[config.mk]
export PLATFORM = sky130hd
export DESIGN_NAME = ram_1p_initiator
export DESIGN_NICKNAME = d
export VERILOG_FILES = /design/src/rtl/ram_1p_initiator_pkg.sv /design/src/rtl/ram_1p_init_resp_fifo.sv /design/src/rtl/ram_1p_initiator.sv
export SDC_FILE = /design/constraint.sdc
export NUM_CORES = 1
export LEC_CHECK = 0
export ABC_CLOCK_PERIOD_IN_PS = 8650
export CAP_MARGIN = 10
export CORE_AREA = 2 2 121 123
export CTS_CLUSTER_SIZE = 8
export DETAILED_ROUTE_END_ITERATION = 10
export DIE_AREA = 0 0 123 125
export PLACE_DENSITY = 0.84
export SYNTH_ARGS = -nofsm -noshare
export SYNTH_HDL_FRONTEND = slang
export SYNTH_SLANG_ARGS = --single-unit
export TNS_END_PERCENT = 100
[constraint.sdc]
create_clock -name clk_i -period 8.65 [get_ports clk_i]
set_clock_uncertainty 0.05 [all_clocks]
set_input_delay 2.595 -clock clk_i [delete_from_list [all_inputs] [get_ports clk_i]]
set_output_delay 2.595 -clock clk_i [all_outputs]
set_load 0.03 [all_outputs]
[src/rtl/ram_1p_initiator_pkg.sv]
// rtl/ram_1p_initiator_pkg.sv - shared types and constants for the RAM initiator
package ram_1p_initiator_pkg;

    localparam int ErrCntWidth = 16;

    typedef enum logic [1:0] {
        IDLE      = 2'd0,
        INIT_PEND = 2'd1,
        INIT      = 2'd2,
        READY     = 2'd3
    } init_state_e;

    // Address width that stays at least one bit for a single-word RAM.
    function automatic int vbits(input int value);
        return (value <= 1) ? 1 : $clog2(value);
    endfunction

endpackage

[src/rtl/ram_1p_init_resp_fifo.sv]
// rtl/ram_1p_init_resp_fifo.sv - registered read-response FIFO, no overflow guard (caller credits it)
module ram_1p_init_resp_fifo #(
    parameter int Depth = 3,
    parameter int Width = 34
) (
    input  logic             clk_i,
    input  logic             rst_ni,
    input  logic             s_tvalid_i,
    input  logic [Width-1:0] s_tdata_i,
    output logic             m_tvalid_o,
    input  logic             m_tready_i,
    output logic [Width-1:0] m_tdata_o
);

    localparam int PtrW = (Depth <= 2) ? 1 : $clog2(Depth);
    localparam int CntW = $clog2(Depth + 1);

    logic [Width-1:0] mem_q [Depth];
    logic [PtrW-1:0]  wptr_q;
    logic [PtrW-1:0]  rptr_q;
    logic [CntW-1:0]  count_q;
    logic             push;
    logic             pop;

    assign push       = s_tvalid_i;
    assign m_tvalid_o = (count_q != '0);
    assign pop        = m_tvalid_o & m_tready_i;
    // An empty FIFO presents zeros rather than stale data.
    assign m_tdata_o  = m_tvalid_o ? mem_q[rptr_q] : '0;

    always_ff @(posedge clk_i or negedge rst_ni) begin
        if (!rst_ni) begin
            wptr_q  <= '0;
            rptr_q  <= '0;
            count_q <= '0;
        end else begin
            if (push) begin
                wptr_q <= (wptr_q == PtrW'(Depth - 1)) ? '0 : wptr_q + 1'b1;
            end
            if (pop) begin
                rptr_q <= (rptr_q == PtrW'(Depth - 1)) ? '0 : rptr_q + 1'b1;
            end
            if (push && !pop) begin
                count_q <= count_q + 1'b1;
            end else if (pop && !push) begin
                count_q <= count_q - 1'b1;
            end
        end
    end

    always_ff @(posedge clk_i) begin
        if (push) begin
            mem_q[wptr_q] <= s_tdata_i;
        end
    end

endmodule

[src/rtl/ram_1p_initiator.sv]
// rtl/ram_1p_initiator.sv - single-port RAM initiator with zero-fill sweep and credited reads
module ram_1p_initiator
    import ram_1p_initiator_pkg::*;
#(
    parameter int Depth       = 512,
    parameter int Width       = 32,
    parameter int ReadLatency = 1,
    localparam int Aw         = vbits(Depth),
    localparam int RespDepth  = ReadLatency + 2
) (
    input  logic                   clk_i,
    input  logic                   rst_ni,
    input  logic                   init_req_i,
    output logic                   init_done_o,
    input  logic                   host_req_i,
    input  logic                   host_write_i,
    input  logic [Aw-1:0]          host_addr_i,
    input  logic [Width-1:0]       host_wdata_i,
    input  logic [Width-1:0]       host_wmask_i,
    output logic                   host_gnt_o,
    output logic                   host_rvalid_o,
    input  logic                   host_rready_i,
    output logic [Width-1:0]       host_rdata_o,
    output logic [1:0]             host_rerror_o,
    output logic                   ram_req_o,
    output logic                   ram_write_o,
    output logic [Aw-1:0]          ram_addr_o,
    output logic [Width-1:0]       ram_wdata_o,
    output logic [Width-1:0]       ram_wmask_o,
    input  logic                   ram_rvalid_i,
    input  logic [Width-1:0]       ram_rdata_i,
    input  logic [1:0]             ram_rerror_i,
    input  logic                   err_clr_i,
    output logic [ErrCntWidth-1:0] err_cnt_o
);

    localparam int CrW = $clog2(RespDepth + 1);

    init_state_e      state_q;
    logic [Aw-1:0]    init_addr_q;
    logic [CrW-1:0]   credits_q;
    logic [CrW-1:0]   inflight_q;
    logic             fwd;
    logic             rd_gnt;
    logic             rsp_pop;
    logic             err_inc;
    logic [Width+1:0] rsp_tdata;

    assign fwd        = (state_q == IDLE) || (state_q == READY);
    assign host_gnt_o = host_req_i & fwd & (host_write_i | (credits_q != '0));
    assign rd_gnt     = host_gnt_o & ~host_write_i;
    assign rsp_pop    = host_rvalid_o & host_rready_i;
    assign err_inc    = ram_rvalid_i & ram_rerror_i[1];

    // The RAM bus idles at zero whenever nothing is being issued.
    always_comb begin
        ram_req_o   = 1'b0;
        ram_write_o = 1'b0;
        ram_addr_o  = '0;
        ram_wdata_o = '0;
        ram_wmask_o = '0;
        if (state_q == INIT) begin
            ram_req_o   = 1'b1;
            ram_write_o = 1'b1;
            ram_addr_o  = init_addr_q;
            ram_wmask_o = '1;
        end else if (host_gnt_o) begin
            ram_req_o   = 1'b1;
            ram_write_o = host_write_i;
            ram_addr_o  = host_addr_i;
            ram_wdata_o = host_wdata_i;
            ram_wmask_o = host_wmask_i;
        end
    end

    always_ff @(posedge clk_i or negedge rst_ni) begin
        if (!rst_ni) begin
            state_q     <= IDLE;
            init_addr_q <= '0;
            init_done_o <= 1'b0;
        end else begin
            case (state_q)
                IDLE, READY: begin
                    if (init_req_i) begin
                        state_q     <= INIT_PEND;
                        init_done_o <= 1'b0;
                    end
                end
                // Wait for outstanding reads so the sweep cannot overtake them.
                INIT_PEND: begin
                    if (inflight_q == '0) begin
                        state_q     <= INIT;
                        init_addr_q <= '0;
                    end
                end
                INIT: begin
                    if (init_addr_q == Aw'(Depth - 1)) begin
                        state_q     <= READY;
                        init_done_o <= 1'b1;
                    end else begin
                        init_addr_q <= init_addr_q + 1'b1;
                    end
                end
                default: state_q <= IDLE;
            endcase
        end
    end

    always_ff @(posedge clk_i or negedge rst_ni) begin
        if (!rst_ni) begin
            credits_q  <= CrW'(RespDepth);
            inflight_q <= '0;
        end else begin
            if (rd_gnt && !rsp_pop) begin
                credits_q <= credits_q - 1'b1;
            end else if (rsp_pop && !rd_gnt) begin
                credits_q <= credits_q + 1'b1;
            end
            if (rd_gnt && !ram_rvalid_i) begin
                inflight_q <= inflight_q + 1'b1;
            end else if (ram_rvalid_i && !rd_gnt) begin
                inflight_q <= inflight_q - 1'b1;
            end
        end
    end

    always_ff @(posedge clk_i or negedge rst_ni) begin
        if (!rst_ni) begin
            err_cnt_o <= '0;
        end else if (err_clr_i) begin
            err_cnt_o <= err_inc ? ErrCntWidth'(1) : '0;
        end else if (err_inc && (err_cnt_o != '1)) begin
            err_cnt_o <= err_cnt_o + 1'b1;
        end
    end

    ram_1p_init_resp_fifo #(
        .Depth (RespDepth),
        .Width (Width + 2)
    ) u_resp_fifo (
        .clk_i      (clk_i),
        .rst_ni     (rst_ni),
        .s_tvalid_i (ram_rvalid_i),
        .s_tdata_i  ({ram_rdata_i, ram_rerror_i}),
        .m_tvalid_o (host_rvalid_o),
        .m_tready_i (host_rready_i),
        .m_tdata_o  (rsp_tdata)
    );

    assign host_rdata_o  = rsp_tdata[Width+1:2];
    assign host_rerror_o = rsp_tdata[1:0];

endmodule

==> results of run 1 <==
[flip-flops by register name (all words and copies together), names as in the netlist]
register and flops:
u_resp_fifo.count_q 2, u_resp_fifo.wptr_q 2, u_resp_fifo.mem_q 102, init_done_o 1
credits_q 2, inflight_q 2, err_cnt_o 16, u_resp_fifo.rptr_q 2
state_q 2, init_addr_q 9
[power by group through the flow]
stage	Clock [uW]	Sequential, uW	Combinational (uW)
3_5_place_dp	0	995	1640
5_1_grt	672	999	1740
2_1_floorplan	0	900	1060
3_3_place_gp	0	989	1620
6_report	631	984	1630
4_1_cts	645	983	1650
[logic make-up (layout without fill, tap and decap cells)]
group	Yosys count	in the layout
and+or+nand+nor	265	265
DFF	140	140
AOI/OAI and AO/OA	99	99
buffers and inverters	46	287
muxes	38	38
xor gates and xnor gates	9	9
adders and majority gates	8	8
other	0	1
[worst max-delay path, delay by kind of cell]
family,cells,cell delay [ps]
buffers and inverters,3,1620
AND/OR/NAND/NOR,1,220
AO/OA/AOI/OAI,1,630
[cell usage after synthesis, drive strengths merged, types with 9 or more instances]
| library cell | instances |
|---|---|
| edfxtp | 102 |
| nand2 | 98 |
| nor2 | 79 |
| a21oi | 47 |
| and3 | 37 |
| mux2i | 37 |
| dfrtp | 36 |
| clkbuf | 29 |
| o21ai | 28 |
| nand3 | 13 |
| inv | 9 |
[area by class of cell]
type                    count  area, um2
multi-input cells         419       2429
inverters                   9      33.78
flip-flops and latches    140       4019
diodes                      1      2.502
repair buffers            246       2447
fillers                  1027       4517
clock buffers              21      450.4
clock inverters            11      75.07
well taps                 184      230.2
[per-layer routing]
| metal | share of wire [%] | wire (um) |
|---|---|---|
| met1 | 40 | 7180 |
| met4 | 2.0 | 355 |
| met2 | 51 | 9165 |
| met3 | 7.6 | 1365 |
| met5 | 0 | 0 |
[through the flow]
stage          hold slack (ps)  power [uW]  cell area (um2)
2_1_floorplan            392.6        1959             6609
3_3_place_gp             425.1        2614             9159
3_5_place_dp             431.7        2634             9159
4_1_cts                  444.7        3274             9684
5_1_grt                  448.5        3410             9687
6_report                 444.9        3248             9687
[how the worst max path moves through the flow]
stage                       to  slack (ps)  depth (start not counted)
3_5_place_dp   ram_wdata_o[24]         960                          5
3_3_place_gp   ram_wdata_o[20]        1050                          5
5_1_grt        ram_wdata_o[17]         800                          5
6_report       ram_wdata_o[24]         930                          5
2_1_floorplan    ram_addr_o[3]        1950                          5
4_1_cts        ram_wdata_o[24]         950                          5
==> impl_metrics.csv, run 1 <==
group,metric,value,unit
status,status,"finished, final reports clean",
clock_network,clockBufferDepth,2,
hold_path,hp-start,"u_resp_fifo.count_q[1]",
power_and_ir_drop,switchingPower,1366,uW
route,wire_per_inst,17.52,um
logic_synthesis,yosys.area_share.simple,19.20,%
route,drt_wl_total,18.07,mm
power_and_ir_drop,p_leak,0.003866,uW
clock_network,root_buffer,"clkbuf_16",
timing,tns,0,ps
power_and_ir_drop,internal_power,1881,uW
critical_path,arrival,5070,ps
logic_synthesis,synth_area_per_cell,10.92,um2
hold_path,holdPathEnd,"u_resp_fifo.count_q[1]",
placed_design,dp.cells,998,
logic_synthesis,synth_warnings,0,
clock_network,cts-buffers-inserted,17,
clock_network,htreeDepth,4,
flow_run,maxCapViolCount,0,
critical_path,reg2reg_depth,6,
layout,areaGrowthSynthToFinish,46.57,%
placed_design,dp_slack,957.9,ps
clock_network,post_cts.repair.setup_buffers,0,
logic_synthesis,synth_compound_area_share,8.747,%
global_routing,track_usage,23.73,%
clock_network,cts_tree,"built",
floorplan,die_x,123,um
timing,slew_headroom,19.64,%
hold_path,hp-class,"flip-flop to flip-flop",
logic_synthesis,synth_area,6609,um2
logic_synthesis,synthArstFlopShare,27.14,%
critical_path,rrSetupSlack,6030,ps
critical_path,endpoint_kind,"primary output",
clock_network,clkTransAtPathRegs,60,ps
timing,drv_slew,0,
logic_synthesis,synth_area_leaders,"edfxtp_1 46%, dfrtp_1 14%, mux2i_1 5.6%, nand2_1 5.6%, nor2_1 4.5%",
route,drt-vias-per-instance,5.224,
critical_path,cp_slowest_cell,"clkdlybuf4s50_1",
power_and_ir_drop,powerDensity,335.3,nW/um2
timing,worst_slack,931.9,ps
clock_network,insertion_delay,410,ps
floorplan,die_area,15380,um2
timing,period_minus_slack,7718,ps
power_and_ir_drop,sequentialPowerShare,30.3,%
logic_synthesis,synth_ff_type,"edfxtp_1",
clock_network,cts_sinks,140,
route,vias,5386,
critical_path,cp_common_cell,"clkdlybuf4s50_1",
global_routing,grt_max_degree,72,
floorplan,fp-row-count,44,
logic_synthesis,ys_seq_area_share,60.77,%
power_and_ir_drop,vdd_drop_max,0.0002050,V
critical_path,cp_max_fo,43,
route,drt_iter0_drc,310,
critical_path,slowest_delay,690,ps
timing,worst_pin_slew,1205,ps
global_routing,use_met2,39.10,%
route,drcViolationCount,0,
route,postRouteAntennaNets,0,
critical_path,timing.rr.end,"state_q[1]",
floorplan,core_area,14200,um2
global_routing,overflow,0,
logic_synthesis,synthMuxAreaShare,5.774,%
logic_synthesis,synth_top_family_by_area,"simple AND/OR/NAND/NOR gates",
global_routing,first_global_vias,5268,
critical_path,path_class,"primary input to primary output",
layout,nets,956,
timing,finalSetupViolations,0,
logic_synthesis,ys_seq_elements,140,
critical_path,crit_required,6010,ps
logic_synthesis,synthAdderAreaFrac,1.515,%
timing,final-hold-violation-count,0,
placed_design,io_buffers,242,
clock_network,ctsHoldBuffers,0,
critical_path,critPathLaunch,"host_write_i",
logic_synthesis,synth_nets,728,
layout,layout-drive-gt1-share,6.501,%
global_routing,antenna_found_initial,1,
timing,period_share,89.23,%
logic_synthesis,netlist_instances,605,
layout,final_cell_mix,"241 x clkdlybuf4s50_1, 102 x edfxtp_1, 98 x nand2_1",
timing,rsz0062_at_grt,"false",
power_and_ir_drop,p_clk_share,19.4,%
floorplan,initial_utilization,46.53,%
floorplan,ios,243,
timing,fmax,129.6,MHz
hold_path,min_path_cells,1,
logic_synthesis,synth_cell_types,50,
floorplan,die_y,125,um
critical_path,path_cells,"clkdlybuf4s50_1, o311a_2, buf_4, and3_1, clkdlybuf4s50_1",
layout,final_common_cell,"clkdlybuf4s50_1",
critical_path,r2r-start,"state_q[0]",
power_and_ir_drop,p_sw_share,42.07,%
layout,final_util,68.20,%
placed_design,routabilityCongestion,0.8221,
route,drt_pass1_iterations,4,
logic_synthesis,synth_edf_count,102,
layout,instances_no_fill,1031,
power_and_ir_drop,comb_power_share,50.3,%
global_routing,grt_pass1_wl,27.67,mm
logic_synthesis,synth_top_cell_by_area,"edfxtp_1",
logic_synthesis,yosysTopAreaCellShare,46.35,%
critical_path,start_kind,"primary input",
clock_network,cts_resized,0,
global_routing,grt_busiest_layer,"met2",
placed_design,dpl.hpwl,12.78,mm
logic_synthesis,synthXorXnorAreaFrac,1.193,%
global_routing,grt_util_met3,8.075,%
global_routing,met1_usage,28.62,%
Power figures use the tool's default switching activity.
==> run 2: changes to the inputs <==
--- a/config.mk
+++ b/config.mk
@@ -11,7 +11,8 @@
 export CTS_CLUSTER_SIZE = 8
 export DETAILED_ROUTE_END_ITERATION = 10
 export DIE_AREA = 0 0 123 125
-export PLACE_DENSITY = 0.84
+export PLACE_DENSITY = 0.81
+export SETUP_SLACK_MARGIN = 0.5
 export SYNTH_ARGS = -nofsm -noshare
 export SYNTH_HDL_FRONTEND = slang
 export SYNTH_SLANG_ARGS = --single-unit
==> run 2 against run 1 <==
First-iteration DRC count rose by 45%. Maximum frequency rose by 1.9%. Combinational power rose by 3%. Total power rose by 3.9%. Cell count barely moved. Clock power rose by 20%. Largest power group unchanged. Highest routed layer unchanged.
==> impl_metrics.csv, run 2 (synthesis results as in run 1) <==
group,metric,value,unit
flow_run,maxCapViolCount,0,
power_and_ir_drop,switchingPower,1378,uW
route,wire_per_inst,17.39,um
critical_path,path_cells,"clkdlybuf4s50_1, o311a_2, buf_4, nand2_1, nand2_1, clkdlybuf4s50_1",
timing,finalSetupViolations,0,
layout,fin_area,9786,um2
timing,drv_slew,0,
hold_path,hp-class,"flip-flop to flip-flop",
route,drt_pass1_iterations,5,
clock_network,insertion_delay,410,ps
floorplan,initial_utilization,46.53,%
critical_path,reg2reg_depth,8,
clock_network,ctsHoldBuffers,0,
placed_design,placed_area,9166,um2
layout,final_util,68.90,%
timing,fmax,132.0,MHz
timing,rsz0062_at_grt,"false",
global_routing,first_global_vias,5384,
global_routing,met1_usage,28.68,%
global_routing,grt_util_met3,6.432,%
critical_path,start_kind,"primary input",
critical_path,crit_required,6010,ps
clock_network,cts-buffers-inserted,17,
floorplan,ios,243,
power_and_ir_drop,p_leak,0.003925,uW
layout,layout-drive-gt1-share,6.856,%
clock_network,cts_tree,"built",
power_and_ir_drop,vdd_drop_max,0.0002434,V
critical_path,timing.rr.end,"credits_q[1]",
route,drt_iter0_drc,450,
clock_network,post_cts.repair.setup_buffers,0,
route,drt-vias-per-instance,5.350,
layout,nets,957,
placed_design,dp_slack,1084,ps
power_and_ir_drop,comb_power_share,49.8,%
timing,slew_headroom,24.94,%
critical_path,rrSetupSlack,5970,ps
global_routing,overflow,0,
critical_path,path_class,"primary input to primary output",
placed_design,dpl.hpwl,12.47,mm
power_and_ir_drop,powerDensity,344.8,nW/um2
critical_path,critPathCapture,"ram_wmask_o[5]",
critical_path,endpoint_kind,"primary output",
global_routing,antenna_found_initial,0,
floorplan,core_area,14200,um2
global_routing,grt_pass1_wl,27.28,mm
power_and_ir_drop,p_sw_share,40.85,%
floorplan,die_y,125,um
clock_network,htreeDepth,4,
critical_path,cp_slowest_cell,"clkdlybuf4s50_1",
critical_path,cp_max_fo,57,
layout,largest_reg_flops,102,
critical_path,arrival,4930,ps
critical_path,r2r-start,"state_q[0]",
clock_network,clockBufferDepth,2,
layout,top_regs,"u_resp_fifo.mem_q (102), err_cnt_o (16), init_addr_q (9)",
global_routing,grt_max_degree,72,
global_routing,grt_busiest_layer,"met2",
timing,worst_slack,1076,ps
global_routing,use_met2,39.23,%
layout,n_antenna_cell,0,
critical_path,slowest_delay,730,ps
layout,areaGrowthSynthToFinish,48.07,%
timing,period_minus_slack,7574,ps
power_and_ir_drop,sequentialPowerShare,27.8,%
clock_network,cts_resized,0,
placed_design,routabilityCongestion,0.8846,
timing,period_share,87.56,%
route,postRouteAntennaNets,0,
power_and_ir_drop,p_clk_share,22.4,%
power_and_ir_drop,internal_power,1996,uW
route,drcViolationCount,0,
global_routing,track_usage,22.98,%
placed_design,io_buffers,242,
clock_network,clkTransAtPathRegs,60,ps
timing,tns,0,ps
layout,final_common_cell,"clkdlybuf4s50_1",
route,vias,5510,
route,drt_wl_total,17.91,mm
layout,largest-register,"u_resp_fifo.mem_q",
critical_path,critPathLaunch,"host_write_i",
power_and_ir_drop,total_power,3374,uW
layout,final_cell_mix,"241 x clkdlybuf4s50_1, 102 x edfxtp_1, 98 x nand2_1",
clock_network,cts_sinks,140,
floorplan,fp-row-count,44,
timing,worst_pin_slew,1126,ps
clock_network,root_buffer,"clkbuf_16",
timing,final-hold-violation-count,0,
floorplan,die_area,15380,um2
status,status,"finished, final reports clean",
floorplan,die_x,123,um
run 2: cell types whose count changed in the layout (fill, tap and decap cells not counted), sizes merged:
cell	delta
bufinv	+4
buf	+1
clkinvlp	-3
clkinv	-2
clkbuf	-3
inv	+3
diode	-1
run 2: power by group through the flow:
stage | Sequential (uW) | Clock, uW | Combinational, uW
3_3_place_gp | 944 | 0 | 1660
5_1_grt | 949 | 799 | 1790
4_1_cts | 939 | 768 | 1700
6_report | 937 | 756 | 1680
2_1_floorplan | 900 | 0 | 1060
3_5_place_dp | 951 | 0 | 1690
run 2: how the worst min path moves through the flow:
stage / start / end / slack, ps / depth (start not counted)
global route: u_resp_fifo.count_q[1] / u_resp_fifo.count_q[1] / 480 / 1
floorplan: u_resp_fifo.count_q[1] / u_resp_fifo.count_q[1] / 390 / 1
finish: u_resp_fifo.count_q[1] / u_resp_fifo.count_q[1] / 450 / 1
detailed placement: u_resp_fifo.count_q[1] / u_resp_fifo.count_q[1] / 430 / 1
CTS: u_resp_fifo.count_q[1] / u_resp_fifo.count_q[1] / 450 / 1
global placement: u_resp_fifo.count_q[1] / u_resp_fifo.count_q[1] / 420 / 1
run 2: metal layers:
metal / vias to the layer above / routed length (um)
li1: 2640 / -
met1: 2630 / 7303
met2: 212 / 9151
met3: 28 / 1196
met4: 0 / 259
met5: - / 0
run 2: metrics by stage:
stage	hold WS, ps	cells
detailed placement	434.6	999
global placement	424.7	999
floorplan	392.6	605
global route	476.5	1030
CTS	450.9	1030
finish	454.2	1030
run 2: layout make-up:
type,count,area [um2]
timing repair buffer,247,2455
inverter,9,33.78
tap,184,230.2
multi-input combinational,419,2429
clock inverter,13,190.2
clock buffer,18,429.2
fill,1026,4418
sequential,140,4019
run 2: worst max-delay path, delay by kind of cell:
| kind | cells | cell delay (ps) |
|---|---|---|
| buffers and inverters | 3 | 1710 |
| AOI/OAI and AO/OA | 1 | 390 |
| and+or+nand+nor | 2 | 210 |
